[src/rtl/mips_fetch.sv]
// mips_fetch: single-outstanding MIPS instruction fetch that holds each instruction
// until downstream consumes it, computes next pc from branch/jump and times out on memory.
module mips_fetch #(
  parameter logic [31:0] RESET_PC = 32'h0000_0000,
  parameter int          TIMEOUT  = 16
) (
  input  logic        clk,
  input  logic        rst,
  output logic        imem_req,
  output logic [31:0] imem_addr,
  input  logic        imem_rvalid,
  input  logic [31:0] imem_rdata,
  output logic [31:0] instr,
  output logic        instr_valid,
  input  logic        instr_ready,
  input  logic        pcsrc,
  input  logic        jump,
  output logic [31:0] pc,
  output logic        imem_err,
  output logic [15:0] fetch_cnt
);
  typedef enum logic [1:0] {IDLE, FETCH, HOLD, ERR} state_t;
  localparam logic [7:0] TO = 8'(TIMEOUT);
  state_t      r_state, w_next;
  logic [31:0] r_pc, r_instr;
  logic [31:0] w_pcplus4, w_pcbranch, w_pcjump, w_next_pc;
  logic [7:0]  r_wait, w_wait_inc;
  logic [15:0] r_cnt;
  logic        r_err, w_hs, w_timeout, w_fetch;
  assign w_pcplus4  = r_pc + 32'd4;
  assign w_pcbranch = w_pcplus4 + {{14{r_instr[15]}}, r_instr[15:0], 2'b00};
  assign w_pcjump   = {w_pcplus4[31:28], r_instr[25:0], 2'b00};
  assign w_next_pc  = jump ? w_pcjump : pcsrc ? w_pcbranch : w_pcplus4;
  assign w_wait_inc = r_wait + 8'd1;
  assign w_timeout  = w_wait_inc == TO;
  assign w_fetch    = r_state == FETCH;
  assign w_hs       = r_state == HOLD && instr_ready;
  always_comb begin
    w_next = r_state;
    case (r_state)
      IDLE:    w_next = FETCH;
      FETCH:   w_next = imem_rvalid ? HOLD : w_timeout ? ERR : FETCH;
      HOLD:    w_next = instr_ready ? FETCH : HOLD;
      default: w_next = ERR;
    endcase
  end
  always_ff @(posedge clk or posedge rst) begin
    if (rst) begin
      r_state <= IDLE;
      r_pc    <= RESET_PC;
      r_instr <= '0;
      r_wait  <= '0;
      r_err   <= 1'b0;
      r_cnt   <= '0;
    end else begin
      r_state <= w_next;
      if (w_fetch) r_wait <= imem_rvalid ? 8'd0 : w_wait_inc;
      if (w_fetch && imem_rvalid) r_instr <= imem_rdata;
      // a response arriving on the timeout cycle still wins
      if (w_fetch && !imem_rvalid && w_timeout) r_err <= 1'b1;
      if (w_hs) begin
        r_pc  <= w_next_pc;
        r_cnt <= r_cnt + 16'd1;
      end
    end
  end
  assign imem_req    = w_fetch;
  assign imem_addr   = r_pc;
  assign pc          = r_pc;
  assign instr       = r_instr;
  assign instr_valid = r_state == HOLD;
  assign imem_err    = r_err;
  assign fetch_cnt   = r_cnt;
endmodule

[config.mk]
export PLATFORM = sky130hd
export DESIGN_NAME = mips_fetch
export DESIGN_NICKNAME = d
export VERILOG_FILES = /design/src/rtl/mips_fetch.sv
export SDC_FILE = /design/constraint.sdc
export NUM_CORES = 1
export LEC_CHECK = 0
export CAP_MARGIN = 25
export CELL_PAD_IN_SITES_DETAIL_PLACEMENT = 0
export CELL_PAD_IN_SITES_GLOBAL_PLACEMENT = 1
export CORE_ASPECT_RATIO = 0.75
export CORE_UTILIZATION = 25
export DETAILED_ROUTE_END_ITERATION = 10
export PLACE_DENSITY = 0.62
export SLEW_MARGIN = 20
export SYNTH_ARGS = -nofsm -noshare
export SYNTH_HDL_FRONTEND = slang
export SYNTH_SLANG_ARGS = --single-unit
[constraint.sdc]
create_clock -name clk -period 4.6 [get_ports clk]
set_input_delay 0.92 -clock clk [delete_from_list [all_inputs] [get_ports clk]]
set_output_delay 0.92 -clock clk [all_outputs]
set_load 0.02 [all_outputs]
Yosys cells after proc, flatten, opt, wreduce, memory -nomap -nowiden
Cells that the tools add are included.
- word-level logic and storage cells: 26
- bits in read-only memories: 0
- latch bits: 0
- input bits: 38
- register bits after elaboration: 91
- memories kept: 0
- output and inout bits: 115
- bits in writable memories: 0
- equality and inequality tests: 3
- reductions and logical operators: 6
- shift operators: 0
- bitwise logic cells: 0
- mux-type cells: 7
- add/sub/neg operators: 4
- divide/modulo/power cells: 0
- order comparisons: 0
- $mul: 0
- operators with widths (cell ; count):
    $mux 32 ; 2
    $add 32x3->32 const B ; 1
    $add 32x32->32 ; 1
    $add 16x1->16 const B ; 1
    $add 8x1->8 const B ; 1
    $eq 8x5->1 const B ; 1
    $mux 8 ; 1
    $mux 2 ; 3
    $pmux 2 s3 ; 1
    $logic_and 1x1->1 ; 4
    $eq 2x1->1 const B ; 1
    $eq 2x2->1 const B ; 1
    $logic_not 2->1 ; 1
    $logic_not 1->1 ; 1

Depth between registers and ports, before layout
Gate-level depths: netlist of run 1.
- depth after elaboration: 5
- depth in mapped cells: 16
- gate-level depth less buffers: 15

Worst setup path before layout of run 1
No wires, ideal clock.
- path type: register -> register
- from: reg r_pc[5], in the netlist imem_addr[5]
- to: reg r_pc[19], in the netlist imem_addr[19]
- arrival: 3.623 ns
- period minus slack after synthesis: 3.688 ns
- data required time: 4.535 ns
- stages on the path, launching flop included: 16
- slack: 0.912 ns
- path through: dfrtp_1 -> nand4_4 -> or3_4 -> nor2_1 -> xor2_1 -> ha_1 -> buf_2 -> a21o_1 -> a21o_1 -> a221oi_2 -> o31ai_1 -> a221o_1 -> a21oi_1 -> xor2_1 -> a2111oi_0 -> a211o_1
- cells in the longest elaborated chain, start to end: 4
- ends and longest elaborated chain (element ; line ; text):
    start: declaration ; 25 ; logic [31:0] r_pc, r_instr;
    start signal: assignment ; 62 ; r_pc <= w_next_pc;
    $add 32x3->32 * ; 30 ; assign w_pcplus4 = r_pc + 32'd4;
    $add 32x32->32 ; 31 ; assign w_pcbranch = w_pcplus4 + {{14{r_instr[15]}}, r_instr[15:0], 2'b00};
    $mux 32 * (2 in series) ; 33 ; assign w_next_pc = jump ? w_pcjump : pcsrc ? w_pcbranch : w_pcplus4;
Every way passes the cells marked *; elsewhere a longest branch is shown, timed or not.
A chain may end at the register's enable or synchronous reset.

Final worst setup path of run 1
- from: reg r_pc[5], in the netlist imem_addr[5]
- to: reg r_pc[27], in the netlist imem_addr[27]
Same word-level chain as after synthesis.

==> flow_metrics.env, run 1 <==
export IMPL_maxCapViolCount=0
export IMPL_rows=51
export IMPL_vias=5828
export IMPL_coreArea_mm2=0.0260
export IMPL_place_congestion=0.813
export IMPL_finalCritPeriodShare_pct=88.0
export IMPL_status="complete, no violations"
export IMPL_hold_path_class="reg2reg"
export IMPL_cts_made_buffers=9
export IMPL_synth_flop_cell="dfrtp_1"
export IMPL_fin_cells=1202
export IMPL_port_buffers=148
export IMPL_power_w=0.00643
export IMPL_grt_pass1_wl_um=32000
export IMPL_critPathCaptureType="flop"
export IMPL_area_growth_pct=29.1
export IMPL_tightest_slew_ns=0.810
export IMPL_overflow=0
export IMPL_yosys_cell_types_count=67
export IMPL_swShare_pct=47.4
export IMPL_hpwl_um=14900
export IMPL_power_leakage_nw=3.61
export IMPL_start_kind="flop"
export IMPL_peakVddDrop_v=0.000311
export IMPL_cp_arrival_ns=4.34
export IMPL_tritoncts="yes"
export IMPL_p_sw_w=0.00304
export IMPL_track_usage_pct=15.3
export IMPL_root_buffer="clkbuf_16"
export IMPL_min_period_ns=4.05
export IMPL_synth_cells=751
export IMPL_cts_sinks=89
export IMPL_crit_required_ns=4.89
export IMPL_antenna_left=0
export IMPL_post_cts_buffers=0
export IMPL_fin_area_mm2=0.00855
export IMPL_fin_nets=931
export IMPL_die_h_um=143
export IMPL_cts_buffer_depth=2
export IMPL_dieArea_mm2=0.0272
export IMPL_routed_wl_um=20100
export IMPL_ys_seq_area_share_pct=33.6
export IMPL_dr_pass1_iters=4
export IMPL_viasPerCell=4.85
export IMPL_drive_gt1_share_pct=8.51
export IMPL_power_share_clock_pct=12.4
export IMPL_antenna_found_initial=0
export IMPL_drt_drc_violations_left=0
export IMPL_hold_viol=0
export IMPL_async_reset_ff_share_pct=100
export IMPL_clock_skew_ns=0.0124
export IMPL_p_int_w=0.00338
export IMPL_path_class="reg2reg"
export IMPL_dp_cells=1185
export IMPL_powerDensity_mw_per_mm2=751
export IMPL_clkSlewWorstSetupHoldPaths_ns=0.07
export IMPL_synth_edf_count=0
export IMPL_seqPwrFrac_pct=24.6
export IMPL_num_antenna_cells=0
export IMPL_clkLatencyLatePin_ns=0.37
export IMPL_htree_levels=3
export IMPL_rsz0062_at_grt="false"
export IMPL_critPathMaxFanout=8
export IMPL_initial_core_util_pct=25.5
export IMPL_slew_viol_final=0
export IMPL_grt_max_degree=69
export IMPL_synthTopCellsByArea="dfrtp_1 (34%), ha_1 (7.4%), mux2_2 (5.6%)"
export IMPL_power_frac_comb_pct=63.0
export IMPL_yosys_area_top_type_share_pct=33.6
export IMPL_final_util_pct=32.9
export IMPL_ys_ff_latch=89
export IMPL_yosysWarningCount=0
export IMPL_num_fill_cells=2720
export IMPL_ios=153
export IMPL_die_w_um=190
export IMPL_yosysMostFrequentCell="dfrtp_1"
export IMPL_postCtsHoldBufs=0
export IMPL_fmax_mhz=247
export IMPL_finalSetupViolations=0
export IMPL_netlist_area_mm2=0.00663
export IMPL_drtIter0Drc=401
export IMPL_postSynthAreaPerCell_um2=8.82
export IMPL_wl_per_cell_um=16.7
export IMPL_fin_tns_setup_ns=0
export IMPL_postPlaceCellArea_mm2=0.00822
export IMPL_synth_commonest_cells="dfrtp_1 (89), nand2_1 (83), a21oi_1 (51), o21ai_0 (48), nor2_1 (47)"
export IMPL_synth_top_area_cell="dfrtp_1"
export IMPL_grt_pass1_vias=5541
export IMPL_cts_resized=0
export IMPL_slew_headroom_pct=46.0
power groups by stage:
stage | Sequential (W) | Clock, W | Combinational, W
floorplan | 0.00175 | 0 | 0.00256
global placement | 0.00158 | 0 | 0.00406
detailed placement | 0.00160 | 0 | 0.00402
CTS | 0.00159 | 0.000833 | 0.00405
global route | 0.00165 | 0.000860 | 0.00447
finish | 0.00158 | 0.000800 | 0.00405
layout by cell type, fill, tap and decap left out, drive strengths merged, types with 33 or more instances in the layout:
master | netlist | final
a21oi | 52 | 52
xnor2 | 40 | 40
mux2 | 33 | 33
clkdlybuf4s50 | 0 | 148
ha | 39 | 39
nor2 | 47 | 47
dfrtp | 89 | 89
nand2 | 83 | 83
o21ai | 54 | 54
flip-flops by register name, summed over array words and instances, names as in the netlist:
register,cells
r_wait,8
instr,32
imem_addr,30
r_state,2
fetch_cnt,16
imem_err,1
through the flow:
step	hold WS (ns)	setup WS (ns)
6_report	0.468	0.554
5_1_grt	0.497	0.114
4_1_cts	0.473	0.542
3_5_place_dp	0.456	0.564
3_3_place_gp	0.450	0.673
2_1_floorplan	0.481	0.912
worst max-delay path, cell delays in order (launching register included):
cell and delay [ns]:
dfrtp_1 0.52, nand4_4 0.20, or3_4 0.44, nor2_1 0.27
nand3_1 0.27, xnor2_1 0.27, ha_1 0.32, a21o_1 0.23
a21o_1 0.18, a21oi_1 0.29, nand4_1 0.17, a31o_2 0.27
a21oi_1 0.17, xnor2_1 0.13, mux2i_1 0.09, a31oi_1 0.17
cell families (layout without fill, tap and decap cells):
| group | count (synthesis) | count (layout) | synth area share, % |
|---|---|---|---|
| AO/OA/AOI/OAI | 190 | 190 | 18.2 |
| adder cells (fa/ha/maj) | 40 | 40 | 7.67 |
| AND/OR/NAND/NOR | 235 | 235 | 18.0 |
| XOR/XNOR | 64 | 64 | 8.46 |
| other | 1 | 4 | 0.0566 |
| multiplexers | 41 | 41 | 6.82 |
| flip-flops | 89 | 89 | 33.6 |
| buffers and inverters | 91 | 195 | 7.20 |
path summary, 6_finish.rpt:
check,slack [ns],depth (start not counted),end,startpoint
max in group asynchronous,2.75,4,imem_addr[5],rst
hold reg to reg,0.47,2,imem_err,imem_err
setup / recovery,0.55,15,imem_addr[27],imem_addr[5]
setup reg to reg,0.55,15,imem_addr[27],imem_addr[5]
hold / removal,0.47,2,imem_err,imem_err
min in group asynchronous,0.90,2,imem_addr[18],rst
routing by layer:
metal,up-vias,global-route usage (%),wire [um]
met1,2726,23.7,10800
li1,2876,-,-
met5,-,0,0
met4,0,3.69,217
met3,17,4.20,1450
met2,209,20.2,7630
cell type report:
| cell class | count | area (um2) | area share, % |
|---|---|---|---|
| multi-input cells | 574 | 3940 | 46.0 |
| flip-flops and latches | 89 | 2230 | 26.0 |
| repair buffers | 158 | 1570 | 18.3 |
| well taps | 344 | 430 | 5.03 |
| clock buffers | 10 | 239 | 2.79 |
| inverters | 21 | 81.3 | 0.951 |
| clock inverters | 6 | 72.6 | 0.848 |
(Power assumes the default switching activity.)
==> run 2: changes to the inputs <==
Settings changed: ABC_AREA set to 1, CORE_MARGIN set to 5, PLACE_DENSITY 0.62 to 0.64.
==> run 2 against run 1 <==
Effect of this change: critical path depth is 2 higher; synthesized area is 16% higher; cell count is 38% higher; hold slack better by 0.011 ns; core utilization is 1.0 points lower; total power is 22% higher; combinational power is 34% higher; routed wire length is 43% higher; sequential cell count stayed put; first-iteration DRC count is 36% higher.
==> flow_metrics.env, run 2 <==
export IMPL_finalCritPeriodShare_pct=84.5
export IMPL_wl_per_cell_um=17.2
export IMPL_fin_nets=1338
export IMPL_path_class="reg2reg"
export IMPL_powerDensity_mw_per_mm2=808
export IMPL_overflow=0
export IMPL_peakVddDrop_v=0.000314
export IMPL_clock_skew_ns=0.00889
export IMPL_yosysMostFrequentCell="nand2_1"
export IMPL_htree_levels=3
export IMPL_place_congestion=0.866
export IMPL_critPathCaptureType="flop"
export IMPL_synth_commonest_cells="nand2_1 (351), inv_1 (194), dfrtp_1 (89), nand3_1 (86), nor2_1 (86)"
export IMPL_clkSlewWorstSetupHoldPaths_ns=0.07
export IMPL_initial_core_util_pct=25.4
export IMPL_antenna_left=0
export IMPL_ys_ff_latch=89
export IMPL_die_h_um=162
export IMPL_crit_required_ns=4.88
export IMPL_yosys_cell_types_count=46
export IMPL_hold_path_class="reg2reg"
export IMPL_num_antenna_cells=0
export IMPL_synth_edf_count=0
export IMPL_p_sw_w=0.00424
export IMPL_track_usage_pct=16.7
export IMPL_synth_cells=1147
export IMPL_hold_viol=0
export IMPL_synth_top_area_cell="dfrtp_1"
export IMPL_routed_wl_um=28700
export IMPL_postCtsHoldBufs=0
export IMPL_finalSetupViolations=0
export IMPL_rsz0062_at_grt="false"
export IMPL_cp_arrival_ns=4.16
export IMPL_fin_area_mm2=0.00967
export IMPL_yosysWarningCount=0
export IMPL_hp_start="imem_err"
export IMPL_grt_pass1_vias=7457
export IMPL_root_buffer="clkbuf_16"
export IMPL_post_cts_buffers=0
export IMPL_ios=153
export IMPL_drtIter0Drc=546
export IMPL_synth_flop_cell="dfrtp_1"
export IMPL_rows=55
export IMPL_cts_sinks=89
export IMPL_final_cell_mix="nand2_1 (351), inv_1 (193), clkdlybuf4s50_1 (148), dfrtp_1 (89)"
export IMPL_fin_cells=1664
export IMPL_async_reset_ff_share_pct=100
export IMPL_fin_tns_setup_ns=0
export IMPL_coreArea_mm2=0.0303
export IMPL_cts_resized=0
export IMPL_reg2reg_from="imem_addr[10]"
export IMPL_fmax_mhz=257
export IMPL_grt_pass1_wl_um=44600
export IMPL_postSynthAreaPerCell_um2=6.71
export IMPL_area_growth_pct=25.6
export IMPL_antenna_found_initial=0
export IMPL_hpwl_um=22900
export IMPL_slew_viol_final=0
export IMPL_ys_seq_area_share_pct=28.9
export IMPL_critPathLaunch="imem_addr[10]"
export IMPL_critPathMaxFanout=6
export IMPL_vias=7587
export IMPL_final_util_pct=31.9
export IMPL_clkLatencyLatePin_ns=0.36
export IMPL_drt_drc_violations_left=0
export IMPL_cts_made_buffers=9
export IMPL_min_period_ns=3.89
export IMPL_power_leakage_nw=4.89
export IMPL_drive_gt1_share_pct=5.77
export IMPL_layout_cells_most_common="nand2_1"
export IMPL_tightest_slew_ns=0.995
export IMPL_port_buffers=148
export IMPL_netlist_area_mm2=0.00769
export IMPL_swShare_pct=54.2
export IMPL_status="complete, no violations"
export IMPL_die_w_um=213
export IMPL_p_int_w=0.00358
export IMPL_power_frac_comb_pct=69.3
export IMPL_power_share_clock_pct=10.3
export IMPL_largest_reg_flops=32
export IMPL_slew_headroom_pct=33.6
export IMPL_dp_cells=1648
export IMPL_yosys_area_top_type_share_pct=28.9
export IMPL_whs_ns=0.478
export IMPL_dr_pass1_iters=5
export IMPL_tritoncts="yes"
export IMPL_viasPerCell=4.56
export IMPL_start_kind="flop"
export IMPL_synthTopCellsByArea="dfrtp_1 (29%), nand2_1 (17%), inv_1 (9.5%)"
export IMPL_r2r_slack_ns=0.71
export IMPL_maxCapViolCount=0
export IMPL_seqPwrFrac_pct=20.3
export IMPL_postPlaceCellArea_mm2=0.00936
export IMPL_cts_buffer_depth=2
export IMPL_dieArea_mm2=0.0344
export IMPL_grt_max_degree=51
-- run 2: layout make-up --
class | instances | area [um2]
clock buffer | 11 | 243
clock inverter | 5 | 61.3
inverter | 195 | 734
sequential | 89 | 2230
multi-input combinational | 813 | 4390
timing repair buffer | 152 | 1510
fill | 3387 | 20600
tap | 399 | 499
-- run 2: metrics by stage --
stage	total power (W)	setup WS, ns
floorplan	0.00506	1.37
global placement	0.00702	0.796
detailed placement	0.00700	0.913
CTS	0.00786	0.876
global route	0.00856	0.545
finish	0.00781	0.715
-- run 2: final timing paths --
path	end	depth (start not counted)
worst min register to register	imem_err	1
min in group asynchronous	imem_addr[29]	2
worst min-delay path	imem_err	1
max in group asynchronous	imem_addr[24]	3
worst max register to register	imem_addr[16]	17
worst max-delay path	imem_addr[16]	17
-- run 2: routing by layer --
layer | part of all wire [%] | GRT usage, %
met1 | 50 | 24.9
met2 | 41 | 24.6
met3 | 6.8 | 4.38
met4 | 1.3 | 2.94
met5 | 0 | 0
-- run 2: cells by family after synthesis --
group,count (synthesis),share of synthesized area (%)
xor+xnor,37,4.21
buf+inv,248,14.1
other cells,1,0.0487
flops,89,28.9
simple gates,579,32.4
fa+ha+maj,40,6.60
compound gates,123,9.29
mux,30,4.39
-- run 2: power groups by stage --
stage	Sequential (W)	Clock, W	Combinational [W]
6_report	0.00159	0.000807	0.00542
4_1_cts	0.00159	0.000836	0.00543
5_1_grt	0.00166	0.000864	0.00604
3_3_place_gp	0.00159	0	0.00543
3_5_place_dp	0.00160	0	0.00540
2_1_floorplan	0.00175	0	0.00331
-- run 2: worst max-delay path, stage by stage, from the launching register on --
cell	delay [ns]
dfrtp_1	0.52
nand2_1	0.19
nor2_1	0.29
nand2_1	0.18
nor3_2	0.46
xor2_1	0.24
inv_1	0.10
ha_1	0.37
nand2_1	0.15
nor2_1	0.36
nand2_1	0.27
inv_1	0.10
nand2_1	0.07
nand3_1	0.09
nand2_1	0.05
nand3_1	0.09
nand3_1	0.07
a21boi_0	0.20
==> run 3: changes to the inputs <==
Settings changed: PLACE_DENSITY 0.64 to 0.66.
Clock period 4.6 ns to 3.24 ns, I/O delays scaled along.
==> run 3 against run 2 <==
Effect of this change: clock-buffer cell count fell by 2; combinational power rose by 62%; clock power rose by 28%; critical path type unchanged; critical path depth rose by 2; non-clock buffer count rose by 85; hold slack got worse by 0.0011 ns; total power rose by 52%.
==> flow_metrics.env, run 3 (synthesis results as in run 2) <==
export IMPL_status="complete, no violations"
export IMPL_clock_skew_ns=0.0131
export IMPL_fmax_mhz=329
export IMPL_num_antenna_cells=0
export IMPL_port_buffers=148
export IMPL_path_common_cell="nand2_1"
export IMPL_met1_usage_pct=25.0
export IMPL_path_cells="nand2_1 -> nor2_2 -> nand2_2 -> nor3_4 -> xor2_1 -> inv_1 -> ha_4 -> nand2_2 -> nor2_4 -> and2_1 -> nand2_1 -> nand2_1 -> nand2_1 -> nand2_1 -> nand3_1 -> nand2_1 -> nand2_1 -> nand2_1 -> nand2_1"
export IMPL_cts_buffer_depth=2
export IMPL_die_w_um=213
export IMPL_reg2reg_from="imem_addr[9]"
export IMPL_drt_drc_violations_left=0
export IMPL_overflow=0
export IMPL_cts_sinks=89
export IMPL_r2r_cells=19
export IMPL_coreArea_mm2=0.0303
export IMPL_layout_cells_most_common="nand2_1"
export IMPL_powerDensity_mw_per_mm2=1130
export IMPL_htree_levels=3
export IMPL_dieArea_mm2=0.0344
export IMPL_drtIter0Drc=524
export IMPL_antenna_found_initial=1
export IMPL_peakVddDrop_v=0.000536
export IMPL_finalCritPeriodShare_pct=93.9
export IMPL_grt_pass1_vias=7438
export IMPL_grt_busiest_layer="met1"
export IMPL_antenna_left=0
export IMPL_path_buf_inv=1
export IMPL_rsz0062_at_grt="true"
export IMPL_tightest_slew_ns=0.717
export IMPL_clkSlewWorstSetupHoldPaths_ns=0.07
export IMPL_grt_max_degree=49
export IMPL_grtUsageMet2_pct=23.9
export IMPL_maxCapViolCount=0
export IMPL_slew_headroom_pct=52.1
export IMPL_critPathLaunch="imem_addr[9]"
export IMPL_final_util_pct=34.6
export IMPL_hpwl_um=23000
export IMPL_place_congestion=0.861
export IMPL_drive_gt1_share_pct=15.4
export IMPL_path_delay_family="simple AND/OR/NAND/NOR gates"
export IMPL_root_buffer="clkbuf_16"
export IMPL_critPathCaptureType="flop"
export IMPL_vias=7886
export IMPL_tritoncts="yes"
export IMPL_largest_reg_flops=32
export IMPL_finalSetupViolations=0
export IMPL_postPlaceCellArea_mm2=0.00986
export IMPL_die_h_um=162
export IMPL_clkLatencyLatePin_ns=0.37
export IMPL_routed_wl_um=28900
export IMPL_hold_viol=0
export IMPL_initial_core_util_pct=25.4
export IMPL_crit_slowest_cell="dfrtp_1"
export IMPL_path_class="reg2reg"
export IMPL_grt_pass1_wl_um=43800
export IMPL_hold_path_class="reg2reg"
export IMPL_ios=153
export IMPL_start_kind="flop"
export IMPL_fin_nets=1423
export IMPL_met3_usage_pct=3.63
export IMPL_area_growth_pct=36.3
export IMPL_track_usage_pct=16.4
export IMPL_wl_per_cell_um=16.6
export IMPL_dr_pass1_iters=5
export IMPL_critPathMaxFanout=5
export IMPL_viasPerCell=4.51
export IMPL_cp_depth=19
export IMPL_min_period_ns=3.04
export IMPL_final_cell_mix="nand2_1 (340), inv_1 (192), clkdlybuf4s50_1 (148), buf_4 (87), nand3_1 (85)"
export IMPL_crit_required_ns=3.50
export IMPL_rows=55
export IMPL_slew_viol_final=0
export IMPL_fin_area_mm2=0.0105
export IMPL_postCtsHoldBufs=0
export IMPL_hp_start="imem_err"
export IMPL_cts_made_buffers=9
export IMPL_cp_arrival_ns=3.30
export IMPL_min_path_cells=1
export IMPL_power_leakage_nw=5.30
export IMPL_cpPeakStageDelay_ns=0.39
[run 3: final cells by class]
cell class | count | area (um2)
Timing Repair Buffer | 237 | 2170
Clock inverter | 6 | 45.0
Clock buffer | 9 | 225
Tap cell | 399 | 499
Fill cell | 3319 | 19800
Multi-Input combinational cell | 813 | 4570
Sequential cell | 89 | 2240
Inverter | 195 | 737
[run 3: routing by layer]
metal / routed length (um) / part of all wire [%]
met3: 1860 / 6.4
met5: 0 / 0
met1: 14700 / 51
met4: 305 / 1.1
met2: 12100 / 42
[run 3: path summary, 6_finish.rpt]
kind	to	slack [ns]
worst max register to register	imem_addr[31]	0.20
min in group asynchronous	instr[26]	0.74
max in group asynchronous	imem_addr[19]	1.79
worst min register to register	imem_err	0.48
worst max-delay path	imem_addr[31]	0.20
worst min-delay path	imem_err	0.48
[run 3: power breakdown]
group	internal [W]	switching, W	leakage, nW	total [W]
logic	0.00362	0.00518	4.12	0.00880
clock network	0.000521	0.000511	0.129	0.00103
registers	0.00155	0.000515	1.06	0.00206
[run 3: repair_timing]
action / CTS / global route
cloned: 0 / 0
setup endpoints to repair: 7 / 19
endpoints found under the hold margin: 0 / 0
buffers inserted: 0 / 21
pin swaps: 0 / 12
gates resized for setup: 7 / 49
[run 3: metrics by stage]
stage	TNS, ns	power [W]	hold slack (ns)	setup slack [ns]	instances
after floorplan	0	0.00718	0.526	0.285	1150
after global placement	-0.708	0.0104	0.465	-0.285	1712
after detailed placement	-0.533	0.0104	0.464	-0.202	1712
after CTS	0	0.0115	0.485	0.0164	1727
after global routing	-0.0197	0.0130	0.492	-0.0179	1748
final	0	0.0119	0.477	0.198	1748
